### config.mk
export PLATFORM = sky130hd
export DESIGN_NAME = ufm_data_writer_flat
export DESIGN_NICKNAME = d
export VERILOG_FILES = /design/src/rtl/ufm_data_writer_if.sv /design/src/rtl/ufm_data_writer.sv /design/src/flat_wrapper.sv
export SDC_FILE = /design/constraint.sdc
export NUM_CORES = 1
export LEC_CHECK = 0
export ABC_CLOCK_PERIOD_IN_PS = 1900
export BUFFER_PORTS_ARGS = -buffer_cell sky130_fd_sc_hd__buf_2
export CORE_ASPECT_RATIO = 1.5
export CORE_UTILIZATION = 34
export DETAILED_ROUTE_END_ITERATION = 8
export SYNTH_ARGS = -nofsm -noshare
export SYNTH_HDL_FRONTEND = slang
export SYNTH_SLANG_ARGS = --single-unit
### constraint.sdc
create_clock -name clk -period 1.9 [get_ports clk]
set_input_delay 0.19 -clock clk [delete_from_list [all_inputs] [get_ports clk]]
set_output_delay 0.19 -clock clk [all_outputs]
set_load 0.01 [all_outputs]
### src/rtl/ufm_data_writer_if.sv
// ---------------------------------------------------------------------------
// ufm_data_writer_if
// Bundles the three bus groups used by the UFM data writer:
//   - input word stream   : in_valid, in_data, in_last, in_ready
//   - flash data port     : data_addr, data_write, data_writedata,
//                           data_waitrequest, data_read, data_readdata,
//                           data_readdatavalid
//   - CSR status access   : stat_read, stat_readdata
// Modports:
//   master - the writer block (drives requests, in_ready)
//   slave  - the environment (word source, flash data port, CSR)
// ---------------------------------------------------------------------------
interface ufm_data_writer_if #(
    parameter int ADDR_W = 12
);
    logic              in_valid;
    logic [31:0]       in_data;
    logic              in_last;
    logic              in_ready;

    logic [ADDR_W-1:0] data_addr;
    logic              data_write;
    logic [31:0]       data_writedata;
    logic              data_waitrequest;
    logic              data_read;
    logic [31:0]       data_readdata;
    logic              data_readdatavalid;

    logic              stat_read;
    logic [31:0]       stat_readdata;

    modport master (
        input  in_valid, in_data, in_last,
        output in_ready,
        output data_addr, data_write, data_writedata, data_read,
        input  data_waitrequest, data_readdata, data_readdatavalid,
        output stat_read,
        input  stat_readdata
    );

    modport slave (
        output in_valid, in_data, in_last,
        input  in_ready,
        input  data_addr, data_write, data_writedata, data_read,
        output data_waitrequest, data_readdata, data_readdatavalid,
        input  stat_read,
        output stat_readdata
    );
endinterface

### src/rtl/ufm_data_writer.sv
// ---------------------------------------------------------------------------
// ufm_data_writer
// Programs a stream of 32-bit words into the on-chip flash data port once the
// CSR erase sequencer reports idle flash. After each write the CSR status
// register is polled until the write-successful bit appears, the flash stops
// reporting busy, or the poll budget runs out.
//
// Ports:
//   clk, rst        clock / synchronous active-high reset
//   erase_done      erase sequencer idle; dropping it mid-run is an error
//   start           one-cycle request to (re)start programming
//   bus             ufm_data_writer_if.master (stream, data port, CSR status)
//   busy            high outside IDLE / DONE / ERROR
//   done, error     sticky completion / failure flags
//   words_written   count of words successfully programmed
//
// Build option: define UFM_WRITER_VERIFY_EN to read back every word after a
// successful status check and compare it with the written value.
// ---------------------------------------------------------------------------
module ufm_data_writer #(
    parameter int                ADDR_W     = 12,
    parameter logic [ADDR_W-1:0] START_ADDR = '0,
    parameter logic [ADDR_W-1:0] END_ADDR   = 12'h3FF,
    parameter int                POLL_LIMIT = 255
) (
    input  logic                  clk,
    input  logic                  rst,
    input  logic                  erase_done,
    input  logic                  start,
    ufm_data_writer_if.master     bus,
    output logic                  busy,
    output logic                  done,
    output logic                  error,
    output logic [ADDR_W:0]       words_written
);

    localparam int POLL_W = $clog2(POLL_LIMIT + 1) + 1;

    typedef enum logic [3:0] {
        S_IDLE, S_WAIT_IN, S_WRITE, S_STAT_RD, S_STAT_CHK, S_NEXT, S_DONE, S_ERROR
`ifdef UFM_WRITER_VERIFY_EN
        , S_VERIFY_RD, S_VERIFY_WAIT
`endif
    } state_t;

`ifdef UFM_WRITER_VERIFY_EN
    localparam state_t STAT_OK_STATE = S_VERIFY_RD;
`else
    localparam state_t STAT_OK_STATE = S_NEXT;
`endif

    state_t              state_reg, state_next;
    // One bit wider than the port address so END_ADDR+1 is visible as overflow.
    logic [ADDR_W:0]     addr_reg;
    logic [31:0]         data_reg;
    logic                last_reg;
    logic [POLL_W-1:0]   poll_reg;
    logic [POLL_W-1:0]   poll_next;
    logic [ADDR_W:0]     words_reg;
    logic                done_reg;
    logic                error_reg;
    logic                unused_bits;

    assign poll_next = poll_reg + 1'b1;

`ifdef UFM_WRITER_VERIFY_EN
    assign unused_bits = ^{bus.stat_readdata[31:4], bus.stat_readdata[2]};
`else
    assign unused_bits = ^{bus.stat_readdata[31:4], bus.stat_readdata[2],
                           bus.data_readdata, bus.data_readdatavalid};
`endif

    // State register and datapath
    always_ff @(posedge clk) begin
        if (rst) begin
            state_reg <= S_IDLE;
            addr_reg  <= {1'b0, START_ADDR};
            data_reg  <= '0;
            last_reg  <= 1'b0;
            poll_reg  <= '0;
            words_reg <= '0;
            done_reg  <= 1'b0;
            error_reg <= 1'b0;
        end else begin
            state_reg <= state_next;

            // Fresh run from any resting state
            if (state_next == S_WAIT_IN &&
                (state_reg == S_IDLE || state_reg == S_DONE || state_reg == S_ERROR)) begin
                addr_reg  <= {1'b0, START_ADDR};
                words_reg <= '0;
                done_reg  <= 1'b0;
                error_reg <= 1'b0;
            end

            if (state_reg == S_WAIT_IN && bus.in_valid) begin
                data_reg <= bus.in_data;
                last_reg <= bus.in_last;
            end

            if (state_next == S_WRITE && state_reg != S_WRITE)
                poll_reg <= '0;
            else if (state_reg == S_STAT_CHK)
                poll_reg <= poll_next;

            if (state_reg == S_NEXT) begin
                words_reg <= words_reg + 1'b1;
                addr_reg  <= addr_reg + 1'b1;
            end

            if (state_reg == S_NEXT && state_next == S_DONE)
                done_reg <= 1'b1;

            if (state_next == S_ERROR && state_reg != S_ERROR)
                error_reg <= 1'b1;
        end
    end

    // Next-state logic. Losing erase_done aborts at the next state boundary,
    // so a stalled write or read request is never dropped mid-handshake.
    always_comb begin
        state_next = state_reg;
        case (state_reg)
            S_IDLE: begin
                if (start && erase_done)
                    state_next = S_WAIT_IN;
            end
            S_WAIT_IN: begin
                if (!erase_done)
                    state_next = S_ERROR;
                else if (bus.in_valid)
                    state_next = (addr_reg > {1'b0, END_ADDR}) ? S_ERROR : S_WRITE;
            end
            S_WRITE: begin
                if (!bus.data_waitrequest)
                    state_next = erase_done ? S_STAT_RD : S_ERROR;
            end
            S_STAT_RD: begin
                state_next = erase_done ? S_STAT_CHK : S_ERROR;
            end
            S_STAT_CHK: begin
                if (!erase_done)
                    state_next = S_ERROR;
                else if (bus.stat_readdata[1:0] == 2'b00)
                    state_next = bus.stat_readdata[3] ? STAT_OK_STATE : S_ERROR;
                else if (poll_next >= POLL_W'(POLL_LIMIT))
                    state_next = S_ERROR;
                else
                    state_next = S_STAT_RD;
            end
`ifdef UFM_WRITER_VERIFY_EN
            S_VERIFY_RD: begin
                if (!bus.data_waitrequest)
                    state_next = erase_done ? S_VERIFY_WAIT : S_ERROR;
            end
            S_VERIFY_WAIT: begin
                if (!erase_done)
                    state_next = S_ERROR;
                else if (bus.data_readdatavalid)
                    state_next = (bus.data_readdata == data_reg) ? S_NEXT : S_ERROR;
            end
`endif
            S_NEXT: begin
                if (!erase_done)
                    state_next = S_ERROR;
                else
                    state_next = last_reg ? S_DONE : S_WAIT_IN;
            end
            S_DONE, S_ERROR: begin
                if (start && erase_done)
                    state_next = S_WAIT_IN;
            end
            default: state_next = S_IDLE;
        endcase
    end

    // Outputs decoded from state; all zero in IDLE, which reset enters.
    always_comb begin
        bus.in_ready       = 1'b0;
        bus.data_write     = 1'b0;
        bus.data_addr      = '0;
        bus.data_writedata = '0;
        bus.data_read      = 1'b0;
        bus.stat_read      = 1'b0;
        busy               = 1'b1;
        case (state_reg)
            S_IDLE, S_DONE, S_ERROR: busy = 1'b0;
            S_WAIT_IN:  bus.in_ready = 1'b1;
            S_WRITE: begin
                bus.data_write     = 1'b1;
                bus.data_addr      = addr_reg[ADDR_W-1:0];
                bus.data_writedata = data_reg;
            end
            S_STAT_RD:  bus.stat_read = 1'b1;
`ifdef UFM_WRITER_VERIFY_EN
            S_VERIFY_RD: begin
                bus.data_read = 1'b1;
                bus.data_addr = addr_reg[ADDR_W-1:0];
            end
`endif
            default: ;
        endcase
    end

    assign done          = done_reg;
    assign error         = error_reg;
    assign words_written = words_reg;

endmodule

### src/flat_wrapper.sv
// flat-port wrapper written by rule: the top's interface ports become plain ports
module ufm_data_writer_flat 
#(
    parameter int                ADDR_W     = 12,
    parameter logic [ADDR_W-1:0] START_ADDR = '0,
    parameter logic [ADDR_W-1:0] END_ADDR   = 12'h3FF,
    parameter int                POLL_LIMIT = 255
)
  (clk, rst, erase_done, start, busy, done, error, words_written, bus_in_valid, bus_in_data, bus_in_last, bus_in_ready, bus_data_addr, bus_data_write, bus_data_writedata, bus_data_read, bus_data_waitrequest, bus_data_readdata, bus_data_readdatavalid, bus_stat_read, bus_stat_readdata);
  ufm_data_writer_if #(.ADDR_W(ADDR_W)) bus_i ();
  input  logic clk;
  input  logic rst;
  input  logic erase_done;
  input  logic start;
  output logic busy;
  output logic done;
  output logic error;
  output logic [ADDR_W:0] words_written;
  input wire logic [$bits(bus_i.in_valid)-1:0] bus_in_valid;
  input wire logic [$bits(bus_i.in_data)-1:0] bus_in_data;
  input wire logic [$bits(bus_i.in_last)-1:0] bus_in_last;
  output wire logic [$bits(bus_i.in_ready)-1:0] bus_in_ready;
  output wire logic [$bits(bus_i.data_addr)-1:0] bus_data_addr;
  output wire logic [$bits(bus_i.data_write)-1:0] bus_data_write;
  output wire logic [$bits(bus_i.data_writedata)-1:0] bus_data_writedata;
  output wire logic [$bits(bus_i.data_read)-1:0] bus_data_read;
  input wire logic [$bits(bus_i.data_waitrequest)-1:0] bus_data_waitrequest;
  input wire logic [$bits(bus_i.data_readdata)-1:0] bus_data_readdata;
  input wire logic [$bits(bus_i.data_readdatavalid)-1:0] bus_data_readdatavalid;
  output wire logic [$bits(bus_i.stat_read)-1:0] bus_stat_read;
  input wire logic [$bits(bus_i.stat_readdata)-1:0] bus_stat_readdata;
  assign bus_i.in_valid = bus_in_valid;
  assign bus_i.in_data = bus_in_data;
  assign bus_i.in_last = bus_in_last;
  assign bus_in_ready = bus_i.in_ready;
  assign bus_data_addr = bus_i.data_addr;
  assign bus_data_write = bus_i.data_write;
  assign bus_data_writedata = bus_i.data_writedata;
  assign bus_data_read = bus_i.data_read;
  assign bus_i.data_waitrequest = bus_data_waitrequest;
  assign bus_i.data_readdata = bus_data_readdata;
  assign bus_i.data_readdatavalid = bus_data_readdatavalid;
  assign bus_stat_read = bus_i.stat_read;
  assign bus_i.stat_readdata = bus_stat_readdata;
  ufm_data_writer #(.ADDR_W(ADDR_W), .START_ADDR(START_ADDR), .END_ADDR(END_ADDR), .POLL_LIMIT(POLL_LIMIT)) u_core (.clk(clk), .rst(rst), .erase_done(erase_done), .start(start), .bus(bus_i), .busy(busy), .done(done), .error(error), .words_written(words_written));
endmodule
==> results_dict.tcl <==
set metrics [dict create \
    crit_required_ns 2.12 \
    fin_crit_sh_pct 108.0 \
    wl_mm 10.20 \
    cts_buffers 9 \
    tns_ns -4.796 \
    top_layer_used "met4" \
    met3_length_um 453 \
    design_area_mm2 0.005524 \
    core_mm2 0.01013 \
    largest_reg_flops 32 \
    r2r_setup_slack_ns -0.15 \
    violations "negative setup slack" \
    finalHoldViolCount 0 \
    io_buffers 104 \
    post-dp-hpwl_mm 6.790 \
    wl_met1_mm 4.132 \
    clock_sinks 74 \
    final_cell_mix "nand2_1, buf_2, dfxtp_1" \
    wl_met2_mm 5.400 \
    fin_skew_ns 0.007999 \
    power.density_mw_per_mm2 641.1 \
    clock_latency_ns 0.34 \
    synth_ff_type "dfxtp_1" \
    synth_area_per_cell_um2 7.977 \
    min_path_type "primary input to flop" \
    critPathLaunchType "flop" \
    grt_first_pass_wirelength_mm 15.75 \
    r2r_start "u_core.state_reg[2]$_SDFF_PP0_" \
    ys_seq_area_share_pct 41.54 \
    area_growth_pct 54.91 \
    final_common_cell "nand2_1" \
    firstDrtPassIters 4 \
    place_area_mm2 0.004573 \
    htreeDepth 3 \
    yosysTopAreaCellShare_pct 41.54 \
    finalWeightedCongestion 0.8142 \
    grt_max_degree 34 \
    root_buffer "clkbuf_16" \
    holdCritStartpoint "bus_in_data[5]" \
    min_path_cells 3 \
    cts.path.max_buffers 2 \
    slowest_delay_ns 0.36 \
    drive_gt1_share_pct 44.83 \
    rsz0062_at_grt "yes" \
    yosys_warnings 0 \
    antenna_left 0 \
    yosys_register_bits 74 \
    nNetsFinal 712 \
    yosys.area.top_type "dfxtp_1" \
    synth-edff-count 0 \
    dp_slack_ns -0.2156 \
    async_flop_share_pct 0 \
    rows 45 \
    viasPerCell 5.110 \
    max_freq_mhz 487.2 \
    synth.distinct_cells 50 \
    synth_area_leaders "dfxtp_1, nand2_1, and2_1" \
    routed_wire_length_per_instance_um 14.04 \
    fp.dieArea_mm2 0.01091 \
    cap_viol_max_count 0 \
    drc 0 \
    drv_slew 0 \
    gr-usage-all-layers_pct 18.36 \
    ff2ff_path_depth 8 \
    grt_antenna_before_repair 0 \
    fin_crit_ns 2.053 \
    setup_viol 59 \
    dieHeight_um 127.4 \
    grt_pass1_vias 3480 \
    endpoint_kind "flop" \
    die_w_um 85.62 \
    setup_ws_ns -0.1527 \
    nFillCells 960 \
    io_pins 168 \
    hold_end "u_core.data_reg[5]$_SDFFE_PP0P_" \
    vias 3710 \
    ir_worst_vdd_v 0.0004310 \
    crit_type "flop to flop" \
    postSynthCellCount 447 \
    slowest_stage "dfxtp_4" \
    cts_tree "done" \
    overflow 0 \
    outcome "complete, but fails checks" \
    arrival_ns 2.28 \
    r2r-end "u_core.words_written[8]$_SDFFE_PP0P_" \
    path_clk_slew_ns 0.06 \
    power.leakage_nw 2.298 \
    start_util_pct 35.19 \
    crit_path_max_fanout 7 \
    n_antenna_cell 0 \
    drt_iter0_markers 153 \
    crit_chain "buf_6 > nor2b_4 > a32o_2 > a211oi_4 > nor2b_4 > a21o_1 > buf_6 > o32ai_1" \
    syn_area_mm2 0.003566 \
]
cell type report:
cell class / instances / area, µm² / area share [%]
clock buffer: 11 / 232.7 / 4.213
multi-input combinational: 340 / 2307 / 41.77
timing repair buffer: 174 / 1269 / 22.97
clock inverter: 5 / 55.05 / 0.9966
inverter: 5 / 18.77 / 0.3398
sequential: 74 / 1495 / 27.07
tap: 117 / 146.4 / 2.650
cells in the mapped netlist, types with 2 or more instances:
master    number
nand2_1       88
dfxtp_1       74
and2_1        46
a21oi_1       34
nor2_1        24
nor3_1        23
clkbuf_1      21
xor2_1        14
nand3_1       12
nand4_1       12
a31o_2         8
nand2b_1       8
xnor2_1        7
buf_2          6
o21ai_0        5
and3_1         4
ha_1           4
inv_1          4
nand3b_1       4
nor2b_1        4
and4_1         3
nor4bb_1       3
o21ai_1        3
o22ai_1        3
or2_2          3
a211oi_1       2
a21o_1         2
a31oi_1        2
a32o_1         2
buf_4          2
power by group:
part           total (mW)  switching [mW]  internal (mW)
sequential           1.58          0.0133           1.56
combinational       0.294           0.157          0.137
clock                1.67           0.657           1.01
total                3.54           0.828           2.71
kinds of logic after synthesis:
family,after synthesis,share of synthesized area (%)
compound gates,72,12.98
buf+inv,34,4.000
simple gates,240,34.53
flops,74,41.54
xor+xnor,21,5.158
fa+ha+maj,5,1.684
other cells,1,0.1052
worst max-delay path: cells and delay by family, from the launching register on:
family | cells | cell delay [ns]
and+or+nand+nor | 2 | 0.37
DFF | 1 | 0.36
AOI/OAI and AO/OA | 4 | 0.90
buffers and inverters | 2 | 0.31
per-stage QoR:
stage	util [%]	std cells	power (mW)	hold WS, ns
finish	54.51	726	3.541	0.08979
global route	54.51	726	3.658	0.09184
CTS	49.38	718	3.521	0.08163
detailed placement	45.12	697	1.838	0.4365
global placement	45.12	697	1.833	0.4302
floorplan	-	448	1.725	0.3260
layer usage:
metal  global-route usage [%]  vias to the layer above
met5                        0                        -
met4                    7.353                        0
met3                    4.005                       14
met2                    34.49                       94
met1                    19.57                     1768
li1                         -                     1834
what timing repair did:
item | in CTS | in global routing
endpoints found under the setup margin | 70 | 103
cloned | 3 | 1
pin swaps | 9 | 46
hold buffers | 0 | 0
gates resized for setup | 26 | 109
buffers inserted | 2 | 8
worst max-delay path by stage:
| stage | from | end | cells after the start |
|---|---|---|---|
| floorplan | u_core.state_reg[1]$_SDFF_PP0_ | u_core.poll_reg[1]$_SDFFE_PP0P_ | 7 |
| global placement | erase_done | u_core.poll_reg[1]$_SDFFE_PP0P_ | 10 |
| detailed placement | erase_done | u_core.addr_reg[11]$_SDFFE_PP0P_ | 8 |
| CTS | u_core.addr_reg[11]$_SDFFE_PP0P_ | u_core.poll_reg[7]$_SDFFE_PP0P_ | 7 |
| global route | u_core.state_reg[2]$_SDFF_PP0_ | u_core.words_written[8]$_SDFFE_PP0P_ | 8 |
| finish | u_core.state_reg[2]$_SDFF_PP0_ | u_core.words_written[8]$_SDFFE_PP0P_ | 8 |
Note: power is estimated with default switching activity, not from simulation.
